--- config.mk ---
export PLATFORM = sky130hd
export DESIGN_NAME = ctrl_microsequencer_flat
export DESIGN_NICKNAME = d
export VERILOG_FILES = /design/src/rtl/ctrl_microsequencer_if.sv /design/src/rtl/ctrl_microsequencer.sv /design/src/flat_wrapper.sv
export SDC_FILE = /design/constraint.sdc
export NUM_CORES = 2
export LEC_CHECK = 0
export BUFFER_PORTS_ARGS = -buffer_cell sky130_fd_sc_hd__buf_2
export CORE_MARGIN = 1
export CORE_UTILIZATION = 28
export CTS_CLUSTER_DIAMETER = 50
export DETAILED_ROUTE_END_ITERATION = 12
export SYNTH_ARGS = -nofsm -noshare
export SYNTH_HDL_FRONTEND = slang
export SYNTH_SLANG_ARGS = --single-unit
--- constraint.sdc ---
create_clock -name clk -period 4.4 [get_ports clk]
set_input_delay 1.1 -clock clk [delete_from_list [all_inputs] [get_ports clk]]
set_output_delay 1.1 -clock clk [all_outputs]
set_load 0.02 [all_outputs]
--- src/rtl/ctrl_microsequencer_if.sv ---
// Handshake/bus bundle between a tile controller and ctrl_microsequencer.
// step_req exists only when CTRL_MICROSEQUENCER_SINGLE_STEP_EN is defined.
interface ctrl_microsequencer_if #(
    parameter int OPCODE_W = 4,
    parameter int CTRL_W   = 16,
    parameter int STEPS    = 6
);
    localparam int STEP_W = $clog2(STEPS);
    localparam int ADDR_W = OPCODE_W + STEP_W;

    logic                ena;
    logic                start;
    logic [OPCODE_W-1:0] opcode;
    logic                prog_we;
    logic [ADDR_W-1:0]   prog_addr;
    logic [CTRL_W-1:0]   prog_data;
    logic [CTRL_W-1:0]   ctrl_out;
    logic [STEP_W-1:0]   step;
    logic                busy;
    logic                halted;
`ifdef CTRL_MICROSEQUENCER_SINGLE_STEP_EN
    logic                step_req;
`endif

    modport master (
        output ena, start, opcode, prog_we, prog_addr, prog_data,
`ifdef CTRL_MICROSEQUENCER_SINGLE_STEP_EN
        output step_req,
`endif
        input  ctrl_out, step, busy, halted
    );

    modport slave (
        input  ena, start, opcode, prog_we, prog_addr, prog_data,
`ifdef CTRL_MICROSEQUENCER_SINGLE_STEP_EN
        input  step_req,
`endif
        output ctrl_out, step, busy, halted
    );
endinterface

--- src/rtl/ctrl_microsequencer.sv ---
// Microcoded control unit: writable {opcode, step} microcode RAM walked by a T-state counter.
// Optional feature macro: CTRL_MICROSEQUENCER_SINGLE_STEP_EN (adds step_req debug stepping).
module ctrl_microsequencer #(
    parameter int OPCODE_W = 4,
    parameter int CTRL_W   = 16,
    parameter int STEPS    = 6,
    parameter int HALT_BIT = 15,
    parameter int END_BIT  = 14
) (
    input  logic                   clk,
    input  logic                   rst_n,
    ctrl_microsequencer_if.slave   bus
);
    localparam int STEP_W = $clog2(STEPS);
    localparam int ADDR_W = OPCODE_W + STEP_W;
    localparam int DEPTH  = 2 ** ADDR_W;
    localparam logic [STEP_W-1:0] STEP_LAST = STEP_W'(STEPS - 1);

    typedef enum logic [1:0] {
        S_IDLE = 2'd0,
        S_RUN  = 2'd1,
        S_HALT = 2'd2
    } state_t;

    state_t                r_state, w_state_next;
    logic [STEP_W-1:0]     r_step,  w_step_next;
    logic [OPCODE_W-1:0]   r_op,    w_op_next;
    logic [CTRL_W-1:0]     r_ctrl,  w_ctrl_next;
    logic [CTRL_W-1:0]     r_ucode [DEPTH];

    logic [ADDR_W-1:0]     w_rd_addr;
    logic [CTRL_W-1:0]     w_word;
    logic                  w_we;
    logic                  w_run_adv;

    assign w_rd_addr = {r_op, r_step};
    assign w_word    = r_ucode[w_rd_addr];
    assign w_we      = bus.ena && bus.prog_we && (r_state != S_RUN);
`ifdef CTRL_MICROSEQUENCER_SINGLE_STEP_EN
    assign w_run_adv = bus.ena && bus.step_req;
`else
    assign w_run_adv = bus.ena;
`endif

    // Microcode store is deliberately left out of reset so programmed code survives rst_n.
    always_ff @(posedge clk) begin
        if (w_we) begin
            r_ucode[bus.prog_addr] <= bus.prog_data;
        end
    end

    always_ff @(posedge clk or negedge rst_n) begin
        if (!rst_n) begin
            r_state <= S_IDLE;
            r_step  <= '0;
            r_op    <= '0;
            r_ctrl  <= '0;
        end else begin
            r_state <= w_state_next;
            r_step  <= w_step_next;
            r_op    <= w_op_next;
            r_ctrl  <= w_ctrl_next;
        end
    end

    always_comb begin
        w_state_next = r_state;
        w_step_next  = r_step;
        w_op_next    = r_op;
        w_ctrl_next  = r_ctrl;
        case (r_state)
            S_IDLE, S_HALT: begin
                if (bus.ena) begin
                    // Clearing here also retires the halting word one cycle after it showed.
                    w_ctrl_next = '0;
                    if (bus.start) begin
                        w_state_next = S_RUN;
                        w_step_next  = '0;
                        w_op_next    = bus.opcode;
                    end
                end
            end
            S_RUN: begin
                if (w_run_adv) begin
                    w_ctrl_next = w_word;
                    if (w_word[HALT_BIT]) begin
                        w_state_next = S_HALT;
                        w_step_next  = '0;
                    end else if (w_word[END_BIT] || (r_step == STEP_LAST)) begin
                        w_step_next = '0;
                        w_op_next   = bus.opcode;
                    end else begin
                        w_step_next = r_step + STEP_W'(1);
                    end
                end
            end
            default: begin
                w_state_next = S_IDLE;
                w_ctrl_next  = '0;
            end
        endcase
    end

    assign bus.ctrl_out = r_ctrl;
    assign bus.step     = r_step;
    assign bus.busy     = (r_state == S_RUN);
    assign bus.halted   = (r_state == S_HALT);
endmodule

--- src/flat_wrapper.sv ---
// flat-port wrapper written by rule: the top's interface ports become plain ports
module ctrl_microsequencer_flat 
#(
    parameter int OPCODE_W = 4,
    parameter int CTRL_W   = 16,
    parameter int STEPS    = 6,
    parameter int HALT_BIT = 15,
    parameter int END_BIT  = 14
)
  (clk, rst_n, bus_ena, bus_start, bus_opcode, bus_prog_we, bus_prog_addr, bus_prog_data, bus_ctrl_out, bus_step, bus_busy, bus_halted);
  ctrl_microsequencer_if #(.OPCODE_W(OPCODE_W), .CTRL_W(CTRL_W), .STEPS(STEPS)) bus_i ();
  input  logic clk;
  input  logic rst_n;
  input wire logic [$bits(bus_i.ena)-1:0] bus_ena;
  input wire logic [$bits(bus_i.start)-1:0] bus_start;
  input wire logic [$bits(bus_i.opcode)-1:0] bus_opcode;
  input wire logic [$bits(bus_i.prog_we)-1:0] bus_prog_we;
  input wire logic [$bits(bus_i.prog_addr)-1:0] bus_prog_addr;
  input wire logic [$bits(bus_i.prog_data)-1:0] bus_prog_data;
  output wire logic [$bits(bus_i.ctrl_out)-1:0] bus_ctrl_out;
  output wire logic [$bits(bus_i.step)-1:0] bus_step;
  output wire logic [$bits(bus_i.busy)-1:0] bus_busy;
  output wire logic [$bits(bus_i.halted)-1:0] bus_halted;
  assign bus_i.ena = bus_ena;
  assign bus_i.start = bus_start;
  assign bus_i.opcode = bus_opcode;
  assign bus_i.prog_we = bus_prog_we;
  assign bus_i.prog_addr = bus_prog_addr;
  assign bus_i.prog_data = bus_prog_data;
  assign bus_ctrl_out = bus_i.ctrl_out;
  assign bus_step = bus_i.step;
  assign bus_busy = bus_i.busy;
  assign bus_halted = bus_i.halted;
  ctrl_microsequencer #(.OPCODE_W(OPCODE_W), .CTRL_W(CTRL_W), .STEPS(STEPS), .HALT_BIT(HALT_BIT), .END_BIT(END_BIT)) u_core (.clk(clk), .rst_n(rst_n), .bus(bus_i));
endmodule
### Yosys cells after proc, flatten, opt, wreduce, memory -nomap -nowiden

Memories as Yosys holds them, arrays and structs flattened.
Index checks and enable logic that the tools add are counted.

| word-level totals | value |
|---|---|
| register bits | 25 |
| latch bits | 0 |
| bits in writable memories | 2048 |
| memory bits (read-only) | 0 |
| bits of input ports | 32 |
| logic and storage cells | 48 |
| memories kept | 1 |

Memory list:

| memory | words | width | read ports | clocked after Yosys merged registers in | wr ports | line | text |
|---|---|---|---|---|---|---|---|
| u_core.r_ucode | 128 | 16 | 1 | 0 | 1 | ctrl_microsequencer.sv:29 | `logic [CTRL_W-1:0] r_ucode [DEPTH];` |

| operators by class | value |
|---|---|
| add/sub/neg operators | 1 |
| $mul | 0 |
| div/mod/pow operators | 0 |
| magnitude comparators | 0 |
| eq/ne operators | 10 |
| shifts and indexed selects | 0 |
| mux-type cells | 22 |
| bitwise logic cells | 0 |
| reduce and logical (&&, ||, !) cells | 10 |

Operators with widths:

| kind | number |
|---|---|
| 16-bit two-way mux | 2 |
| 16-bit case mux with 2 select lines | 1 |
| 4-bit two-way mux | 5 |
| 3-bit two-way mux | 5 |
| 2-bit two-way mux | 4 |
| 2-bit inequality test (second input constant) | 4 |
| 4-bit case mux with 2 select lines | 1 |
| 4-bit AND reduction | 2 |
| 2-bit by 1-bit inequality test with 1-bit output (second input constant) | 3 |
| 3-bit case mux with 2 select lines | 1 |
| 6-bit AND reduction | 1 |
| 2-bit case mux with 2 select lines | 1 |
| 3-bit by 1-bit adder with 3-bit output (second input constant) | 1 |
| 3-bit == test (second input constant) | 1 |
| 2-bit by 1-bit == test with 1-bit output (second input constant) | 1 |
| 2-bit == test (second input constant) | 1 |
| 1-bit logical AND | 2 |
| 2-bit zero test | 1 |
| 1-bit two-way mux | 2 |
| 2-bit AND reduction | 1 |
| 2-bit nonzero test | 1 |
| 2-bit OR reduction | 1 |
| 1-bit logical OR | 1 |

### Depth between registers and ports, before layout

| depth | value |
|---|---|
| depth in word-level cells | 6 |
| gate-level depth with buffers | 16 |

### Worst setup path before layout

Ideal clock, no wire load.

| timing | value |
|---|---|
| kind | input-to-reg |
| from | input port bus_ena |
| to | memory u_core.r_ucode[80][0], enable pin |
| library setup time | 430 ps |
| data arrival time | 3510 ps |
| data required time | 3970 ps |
| setup slack | 460 ps |
| stages on the path | 5 |
| path buffers | 1 |
| cells stage by stage | clkbuf_1 > nand2_1 > nor2_1 > nand3_1 > nor4_1 |

| between the ends | value |
|---|---|
| longest elaborated chain between the ends | 4 |

Ends and longest elaborated chain:

| item | line | text |
|---|---|---|
| from (decl) | flat_wrapper.sv:14 | `input wire logic [$bits(bus_i.ena)-1:0] bus_ena;` |
| 1-bit logical AND (2 in a row) | ctrl_microsequencer.sv:38 | `assign w_we = bus.ena && bus.prog_we && (r_state != S_RUN);` |
| 1-bit two-way mux | ctrl_microsequencer.sv:47 | `if (w_we) begin` |
| 1-bit two-way mux (not written as such) | ctrl_microsequencer.sv:48 | `r_ucode[bus.prog_addr] <= bus.prog_data;` |
| to (decl) | ctrl_microsequencer.sv:29 |  |

Every way passes these cells.

### Worst setup path after layout

| timing | value |
|---|---|
| from | register u_core.r_step[2] (netlist: u_core.bus.step[2]) |
| to | register u_core.r_op[3] |

| between the ends | value |
|---|---|
| longest elaborated chain between the ends | 4 |
| elaborated cells on any way between the ends | 6 |
| those cells by class | eq/ne (3); reduce/logical (2); memory (1) |

Ends and longest elaborated chain:

| item | line | text |
|---|---|---|
| from (decl) | ctrl_microsequencer.sv:26 | `logic [STEP_W-1:0] r_step, w_step_next;` |
| from (signal assigned) | ctrl_microsequencer.sv:60 | `r_step <= w_step_next;` |
| memory 128 x 16 bit or 3-bit == test (tied branches) | -- |  |
| 1-bit logical OR | ctrl_microsequencer.sv:89 | `end else if (w_word[END_BIT] \|\| (r_step == STEP_LAST)) begin` |
| 2-bit by 1-bit inequality test with 1-bit output (no source line) | -- |  |
| 6-bit AND reduction (no source line) * | -- |  |
| to (signal assigned) | ctrl_microsequencer.sv:61 | `r_op <= w_op_next;` |
| to (decl) | ctrl_microsequencer.sv:27 | `logic [OPCODE_W-1:0] r_op, w_op_next;` |

Every way passes the cells marked *; elsewhere a longest branch is shown, timed or not.
A chain may end at the register's enable or synchronous reset.

==> impl_metrics.py <==
metrics = {
    "grt": {
        "use_met1": 0.1909,
        "grt_pass1_wl_mm": 288.3,
        "grt_antenna_before_repair": 19,
        "grtUsageMet3": 0.02302,
        "grt_overflow": 0,
        "grt_busiest_layer": "met2",
        "grt_start_max_net_pins": 129,
        "track_usage": 0.1410,
        "grt_pass1_vias": 37660,
        "gr-usage-met2": 0.2294,
    },
    "clock_network": {
        "cts_tree": "done",
        "cts_root_buf": "clkbuf_16",
        "cts_resized": 0,
        "cts_buffer_depth": 3,
        "cts_setup_buffers": 0,
        "cts-htree-levels": 4,
        "ctsHoldBuffers": 0,
        "worstSkewPairLatency_ns": 0.86,
        "numCtsBuffers": 203,
        "cts_sinks": 2073,
        "path_clk_slew_ns": 0.06,
    },
    "cells_and_area": {
        "finish.instance_area_um2": 92840,
        "final_common_cell": "edfxtp_1",
        "fillers": 26400,
        "layout-drive-gt1-share": 0.3395,
        "postLayoutCoreUtil": 0.3286,
        "final_cell_mix": "2048 x edfxtp_1, 623 x mux4_2, 233 x buf_4, 204 x clkbuf_16, 79 x nor2_1",
        "nNetsFinal": 3683,
        "area.growth.synth_to_final_pct": 16.59,
    },
    "floorplan": {
        "fp.coreArea_um2": 282500,
        "die_w_um": 535.3,
        "die_h_um": 535.3,
        "die_area_um2": 286500,
        "start_util": 0.2818,
        "placementRows": 195,
        "pin_count": 53,
    },
    "setup_path": {
        "cp_max_fo": 24,
        "reg2reg_depth": 10,
        "worstPathBufferInverterCount": 2,
        "r2r-end": "u_core.r_op[3]$_DFFE_PN0P_",
        "critical_path_class": "register to register",
        "reg2reg_slack_ns": 0.54,
        "end_kind": "register",
        "crit_arrival_ns": 4.61,
        "required_ns": 5.15,
        "crit_top_cell": "buf_4",
        "worstReg2RegStart": "u_core.bus.step[2]$_DFFE_PN0P_",
        "worstSetupStartpointType": "register",
        "critical-path-slowest-cell": "dfrtp_4",
        "max_stage_delay_ns": 0.82,
        "crit_family": "compound AO/OA/AOI/OAI gates",
        "crit_chain": "buf_4, buf_4, mux4_2, nor3_1, a21oi_1, o311a_1, o21ai_0, and4_1, a41oi_1, o211ai_1",
    },
    "routing": {
        "drc": 0,
        "final_antenna_net_count": 0,
        "finalWirelength_mm": 203.0,
        "viasPerCell": 4.899,
        "wl_per_cell_um": 26.84,
        "drtIter0Drc": 3783,
        "routed-via-count": 37070,
        "dr.pass1.iters": 6,
    },
    "yosys": {
        "synth_seq_cells": 2073,
        "yosysSeqAreaShare": 0.7802,
        "synth_edf_count": 2048,
        "synth_top_area_frac": 0.7723,
        "async_flop_share": 0.01206,
        "syn_area_um2": 79630,
        "synth_ff_type": "edfxtp_1",
        "yosysTopAreaCell": "edfxtp_1",
        "synth_fp_nets": 3348,
        "synth.yosys.warnings": 0,
        "yosys.cell_types.count": 50,
        "synth_cells": 3314,
        "ys_top_cells_by_area": "edfxtp_1 77%, mux4_2 18%, mux2i_1 0.89%",
        "synth.avg_cell_area_um2": 24.03,
    },
    "timing": {
        "clock_skew_ns": 0.05840,
        "post-route-min-period_ns": 3.858,
        "tightest_slew_ns": 1.247,
        "max_freq_mhz": 259.2,
        "drv_slew": 0,
        "holdWs_ns": 0.3293,
        "final.period_utilization": 0.8768,
        "setup_violations": 0,
        "slew_headroom": 0.1684,
        "fin_setup_tns_ns": 0,
        "rsz0062_at_grt": "no",
        "hold_viol": 0,
    },
    "placed_design": {
        "placed_area_um2": 86410,
        "gp_congestion": 0.8295,
        "io_buffers": 52,
        "dp_hpwl_mm": 121.0,
    },
    "power_and_ir_drop": {
        "power_density_nw_per_um2": 528.7,
        "finalPower_mw": 49.08,
        "ir_worst_vdd_mv": 0.4580,
        "leakagePower_nw": 27.73,
    },
    "job": {
        "drv_cap": 0,
    },
    "outcome": {
        "status": "finished, final reports clean",
    },
    "hold_path": {
        "min_path_type": "input port to async pin",
    },
}
[synth_stat cells (7+ instances only)]
master    instances
edfxtp_1       2048
mux4_2          623
nor2_1          140
clkbuf_1         95
mux2i_1          71
nand2_1          58
buf_2            51
a22oi_1          40
dfrtp_1          25
nand3_1          20
buf_4            16
nor2b_1          13
a21oi_1          10
buf_1            10
buf_6            10
nor3_1            7
[logic make-up (layout without fill, tap and decap cells)]
kind of cell	count (synthesis)	in the layout	share of synthesized area
fa+ha+maj	2	2	0.0003142
buf+inv	185	691	0.01122
simple gates	274	274	0.01508
compound gates	84	84	0.007809
flops	2073	2073	0.7802
mux	696	696	0.1854
other cells	0	3	0
[metrics by stage]
stage	instances	worst slack (ns)
after floorplan	3314	0.4598
after detailed placement	7187	0.5475
after CTS	7563	0.4419
after global routing	7564	0.1995
after global placement	7187	0.5570
final	7566	0.5420
[metal layers]
| metal | share of wire | wire length (µm) |
|---|---|---|
| met3 | 0.065 | 13160 |
| met1 | 0.42 | 84280 |
| met4 | 0.034 | 6867 |
| met5 | 0.00018 | 36 |
| met2 | 0.49 | 98700 |
[power by group]
part / leakage, nW / switching (mW) / internal, mW
clock: 3.12 / 7.53 / 9.23
combinational: 5.89 / 5.54 / 4.55
sequential: 18.7 / 0.425 / 21.8
[worst max path at each step]
stage / start / endpoint / slack [ns] / depth (start not counted)
after global routing: u_core.bus.step[0]$_DFFE_PN0P_ / u_core.bus.step[1]$_DFFE_PN0P_ / 0.20 / 9
final: u_core.bus.step[2]$_DFFE_PN0P_ / u_core.r_op[3]$_DFFE_PN0P_ / 0.54 / 10
after floorplan: bus_ena / u_core.r_ucode[80][0]$_DFFE_PP_ / 0.46 / 5
after global placement: u_core.bus.step[2]$_DFFE_PN0P_ / u_core.r_op[2]$_DFFE_PN0P_ / 0.56 / 10
after detailed placement: u_core.bus.step[0]$_DFFE_PN0P_ / u_core.r_op[3]$_DFFE_PN0P_ / 0.55 / 10
after CTS: u_core.bus.step[0]$_DFFE_PN0P_ / bus_step[0] / 0.44 / 3
[worst register-to-register path, delay by kind of cell (launching register included)]
kind	cells	cell delay, ns
mux	1	0.40
simple gates	2	0.66
buf+inv	2	0.89
compound gates	5	0.99
flops	1	0.82
[state kept, by name (all words and copies together), names as in the netlist]
| register | cells |
|---|---|
| u_core.r_op | 4 |
| u_core.bus.step | 3 |
| u_core.bus.ctrl_out | 16 |
| u_core.r_ucode | 2048 |
| u_core.r_state | 2 |
[final cells by class]
type                            instances  area, µm²  share of cell area
Clock inverter                        132       1132             0.01220
Multi-Input combinational cell       1056      16780              0.1807
Tap cell                             3743       4683             0.05044
Clock buffer                          244       5295             0.05703
Timing Repair Buffer                  312       2790             0.03005
Inverter                                3      11.26           0.0001213
Sequential cell                      2073      62140              0.6693
Antenna cell                            3      7.507          0.00008086
No activity file was read; power rests on OpenSTA's default activity.
